==> src/rtl/hazard_stall_controller.sv <==
// rtl/hazard_stall_controller.sv - load-use/branch/MDU hazard detection, stall/flush control, MDU occupancy FSM, stall counter
module hazard_stall_controller #(
  parameter int LEN_REG_FILE_ADDR = 5,
  parameter int MDU_LATENCY       = 4,
  parameter int LEN_MDU_CNT       = 6,
  parameter int LEN_STALL_CNT     = 32
) (
  input  logic                         clk,
  input  logic                         reset,
  input  logic [LEN_REG_FILE_ADDR-1:0] reg_1_id,
  input  logic [LEN_REG_FILE_ADDR-1:0] reg_2_id,
  input  logic                         uses_reg_1_id,
  input  logic                         uses_reg_2_id,
  input  logic                         branch_id,
  input  logic                         taken_id,
  input  logic                         mdu_op_id,
  input  logic                         mdu_read_id,
  input  logic [LEN_REG_FILE_ADDR-1:0] reg_3_ex,
  input  logic                         reg_write_ex,
  input  logic                         mem_read_ex,
  input  logic [LEN_REG_FILE_ADDR-1:0] reg_3_m,
  input  logic                         mem_read_m,
  output logic                         stall_pc,
  output logic                         stall_if_id,
  output logic                         bubble_id_ex,
  output logic                         flush_if_id,
  output logic                         mdu_start,
  output logic                         mdu_busy,
  output logic [31:0]                  stall_cycles
);

  typedef enum logic {IDLE, BUSY} mdu_state_e;

  mdu_state_e               state_q, state_d;
  logic [LEN_MDU_CNT-1:0]   cnt_q, cnt_d;
  logic [LEN_STALL_CNT-1:0] stall_cnt_q, stall_cnt_d;

  logic match_ex, match_m;
  logic load_use, br_ex, br_load_m, mdu_hz;
  logic stall;

  // r0 is hardwired zero, so a write to it never creates a dependency
  assign match_ex = (reg_3_ex != '0) &&
                    ((uses_reg_1_id && (reg_3_ex == reg_1_id)) ||
                     (uses_reg_2_id && (reg_3_ex == reg_2_id)));
  assign match_m  = (reg_3_m != '0) &&
                    ((uses_reg_1_id && (reg_3_m == reg_1_id)) ||
                     (uses_reg_2_id && (reg_3_m == reg_2_id)));

  assign load_use  = mem_read_ex && match_ex;
  assign br_ex     = branch_id && reg_write_ex && match_ex;
  assign br_load_m = branch_id && mem_read_m && match_m;
  assign mdu_hz    = (cnt_q != '0) && (mdu_op_id || mdu_read_id);

  assign stall = !reset && (load_use || br_ex || br_load_m || mdu_hz);

  assign stall_pc     = stall;
  assign stall_if_id  = stall;
  assign bubble_id_ex = stall;
  assign flush_if_id  = !reset && branch_id && taken_id && !stall;
  assign mdu_start    = !reset && mdu_op_id && !stall;
  assign mdu_busy     = !reset && (cnt_q != '0);
  assign stall_cycles = 32'(stall_cnt_q);

  always_comb begin
    state_d = state_q;
    cnt_d   = cnt_q;
    case (state_q)
      IDLE: begin
        if (mdu_start) begin
          cnt_d   = LEN_MDU_CNT'(MDU_LATENCY);
          state_d = BUSY;
        end
      end
      BUSY: begin
        cnt_d = cnt_q - LEN_MDU_CNT'(1);
        if (cnt_q == LEN_MDU_CNT'(1)) begin
          state_d = IDLE;
        end
      end
      default: begin
        state_d = IDLE;
        cnt_d   = '0;
      end
    endcase
  end

  always_comb begin
    stall_cnt_d = stall_cnt_q;
    if (stall && (stall_cnt_q != '1)) begin
      stall_cnt_d = stall_cnt_q + LEN_STALL_CNT'(1);
    end
  end

  always_ff @(posedge clk) begin
    if (reset) begin
      state_q     <= IDLE;
      cnt_q       <= '0;
      stall_cnt_q <= '0;
    end else begin
      state_q     <= state_d;
      cnt_q       <= cnt_d;
      stall_cnt_q <= stall_cnt_d;
    end
  end

endmodule

==> config.mk <==
export PLATFORM = sky130hd
export DESIGN_NAME = hazard_stall_controller
export DESIGN_NICKNAME = d
export VERILOG_FILES = /design/src/rtl/hazard_stall_controller.sv
export SDC_FILE = /design/constraint.sdc
export NUM_CORES = 1
export LEC_CHECK = 0
export ABC_AREA = 1
export CORE_MARGIN = 5
export CORE_UTILIZATION = 27
export DETAILED_ROUTE_END_ITERATION = 10
export MAX_ROUTING_LAYER = met4
export PLACE_DENSITY = 0.59
export SYNTH_ARGS = -nofsm -noshare
export SYNTH_HDL_FRONTEND = slang
export SYNTH_SLANG_ARGS = --single-unit
==> constraint.sdc <==
create_clock -name clk -period 2.5 [get_ports clk]
set_clock_uncertainty 0.2 [all_clocks]
set_input_delay 0.625 -clock clk [delete_from_list [all_inputs] [get_ports clk]]
set_output_delay 0.625 -clock clk [all_outputs]
set_load 0.03 [all_outputs]
==> key figures, run 1 <==
Detailed routing
  – Drt initial violations: 255
  – Per-cell routed wire length: 13.1 µm
  – Post-DR vias/cell: 4.71
  – Routed Antenna Nets: 0
  – Initial DRT Pass Iterations: 5
  – DR vias: 3,464
  – # DRC: 0
  – WL final: 9.65 mm

Logic synthesis
  – Share of the synthesized area in the top cell type: about 26%
  – Cells after Synth: 515
  – Ys flop type: dfxtp_1
  – Most frequent cells after synthesis: 186 x nand2_1, 61 x nor2_1, 59 x inv_1
  – Area leader, netlist: dfxtp_1
  – Synthesized area per cell: 5.87 µm²
  – Number of synthesized register bits: 39
  – Post-synthesis sequential area ratio: 25.8%
  – Library cells used by synthesis: 29
  – Syn nets: 550
  – Mapped Area: 0.00302 mm²
  – Post-synth EDFFs: 0
  – Async SR Flop Fraction: 0%
  – Count leader, synth: nand2_1
  – Ys Warns: 0
  – Synth top area cells: dfxtp_1 26%, nand2_1 23%, nor2_1 7.6%

Power
  – Peak supply drop: ~220 µV
  – Total power: 1.78 mW
  – PwrDens: roughly 440 mW/mm²
  – Leak: about 1.7 nW

Global routing
  – Initial antenna violation count: 0
  – First-pass GRT wire length: 16.0 mm
  – Global route overflow: 0
  – Vias in the first global route: 3,246
  – Pin count of the biggest net entering global routing: 22
  – GR Util All Layers: 15.1%

STA
  – Final worst path period need: 2470 ps
  – Final setup margin: 27.0 ps
  – Final Hold Fails: 0
  – Fmax: ~400 MHz
  – Setup TNS Final: 0 ps
  – Final setup fails: 0
  – RSZ-0062 raised after global routing: yes
  – Hold WS: between 200 and 300 ps
  – Worst rel slew slack: 73.8%
  – Worst-margin pin slew: approximately 390 ps
  – Final period util: 98.9%
  – Final Max Tran Viols: 0

Clock network
  – CTS clock-pin slew for the worst setup and hold paths: approximately 80 ps
  – CTS tree: built
  – Inserted Clock Buffers: 5
  – Hold buffer count at cts: 0
  – Clock Sinks: 39
  – Max Root-Sink Buffers: 2
  – Clock root buffer: clkbuf_8
  – Clk Latency, worst-skew pair: 290 ps
  – H-tree level count: 2

Critical path
  – Worst Setup Path Type: in2out
  – R2r setup slk: between 200 and 300 ps
  – Crit-path cells: dlygate4sd2_1 > nand2_1 > inv_1 > o21ai_2 > inv_1 > nand2_2 > nand3_2 > buf_6 > nor2_4 > buf_6
  – Bufs and invs on worst path: 5
  – R2R cell count: 11
  – Cell family with most CP delay: buffers and inverters
  – R2R Path Start: stall_cycles[6]
  – Max FO, Critical Path: 2
  – Largest stage delay on the critical path: approximately 230 ps
  – WP data arrival: 1650 ps
  – Worst Path Required: around 1700 ps
  – WP depth: 10
  – Setup crit end kind: primary output
  – Worst path slowest cell: dlygate4sd2_1
  – Crit start category: input port
  – Worst R2R End: stall_cycles[5]

Die
  – Area of the core: around 0.011 mm²
  – Die Y: 116 µm
  – Initial Util: between 20 and 30%
  – Die X: 116 µm
  – # IOs: between 60 and 70
  – Placement Rows: 38
  – Die ar.: 0.0134 mm²

Min path
  – Type of the most critical hold path: reg2reg
  – Hold Path Depth: 2
  – Hold endpoint: cnt_q[5]
  – Min-delay src: cnt_q[5]

Final layout
  – Antenna diode count: 0
  – Layout net count: 630
  – P&R area growth vs syn: 34.7%
  – Layout Utilization: 37.4%
  – Layout cells sized above 1: 18.6%

Place
  – PortBufs: 68
  – Global placer's final weighted congestion: 0.966
  – Dpl hpwl: ~7.6 mm
  – Pre-CTS setup slack: -573 ps

Outcome
  – Outcome: finished clean

Run
  – Max_cap viols: 0
through the flow:
step	std cells	cell area, µm²
global route	736	4070
detailed placement	726	3920
global placement	726	3920
finish	736	4070
floorplan	515	3030
CTS	735	3990
worst register-to-register path, delay by kind of cell, from the launching register on:
kind	cells	cell delay (ps)
flip-flops	1	440
AO/OA/AOI/OAI	1	140
AND/OR/NAND/NOR	9	1160
buffers and inverters	1	220
logic make-up after synthesis:
group           share of synthesized area (%)
simple gates                             49.9
fa+ha+maj                                1.66
flops                                    25.8
buf+inv                                  11.2
xor+xnor                                 4.63
compound gates                           6.83
flip-flops by register name, summed over array words and instances, names as in the netlist:
| name | count |
|---|---|
| stall_cycles | 32 |
| cnt_q | 6 |
| state_q | 1 |
layout make-up:
class | instances | area, µm²
clock buffer | 7 | 76.3
clock inverter | 1 | 5.00
fill | 1183 | 6810
inverter | 59 | 234
multi-input combinational | 398 | 1970
sequential | 39 | 783
tap | 140 | 175
timing repair buffer | 92 | 826
layer usage:
layer	track usage [%]	routed length [µm]
met1	20.7	4570
met2	24.5	4600
met3	1.67	435
met4	2.32	37
met5	-	0
cells in the final DEF, fill, tap and decap left out, drive strengths merged:
cell	count
nand2	190
nor2	65
inv	59
buf	50
dfxtp	39
nand4	35
a21oi	35
clkdlybuf4s50	33
nand3	26
xor2	13
nor3	10
nand3b	8
clkbuf	8
dlygate4sd2	5
o21ai	5
ha	4
xnor2	3
clkdlybuf4s15	2
nor4	1
o22ai	1
or2	1
and2	1
clkinv	1
dlymetal6s2s	1
worst max-delay path by stage:
stage,start,to
2_1_floorplan,reset,flush_if_id
3_3_place_gp,reg_3_m[4],bubble_id_ex
3_5_place_dp,reg_3_m[4],stall_pc
4_1_cts,reg_1_id[3],flush_if_id
5_1_grt,reg_3_ex[3],stall_if_id
6_report,reg_write_ex,flush_if_id
where the power goes:
group | switching (mW) | internal, mW | total (mW)
Sequential | 0.0205 | 0.650 | 0.671
Clock | 0.231 | 0.196 | 0.427
Combinational | 0.413 | 0.272 | 0.685
what timing repair did:
item / CTS / global route
setup endpoints to repair: 36 / 5
pin swaps: 27 / 24
endpoints found under the hold margin: 0 / 0
resized for setup: 133 / 32
setup buffers: 3 / 1
(Power assumes the default switching activity.)
==> run 2: changes to the inputs <==
--- a/config.mk
+++ b/config.mk
@@ -9,6 +9,7 @@
 export CORE_MARGIN = 5
 export CORE_UTILIZATION = 27
 export DETAILED_ROUTE_END_ITERATION = 10
+export GPL_TIMING_DRIVEN = 1
 export MAX_ROUTING_LAYER = met4
 export PLACE_DENSITY = 0.59
 export SYNTH_ARGS = -nofsm -noshare
==> results of run 2 <==
No change in the layout: final DEF, timing and power equal those of run 1.
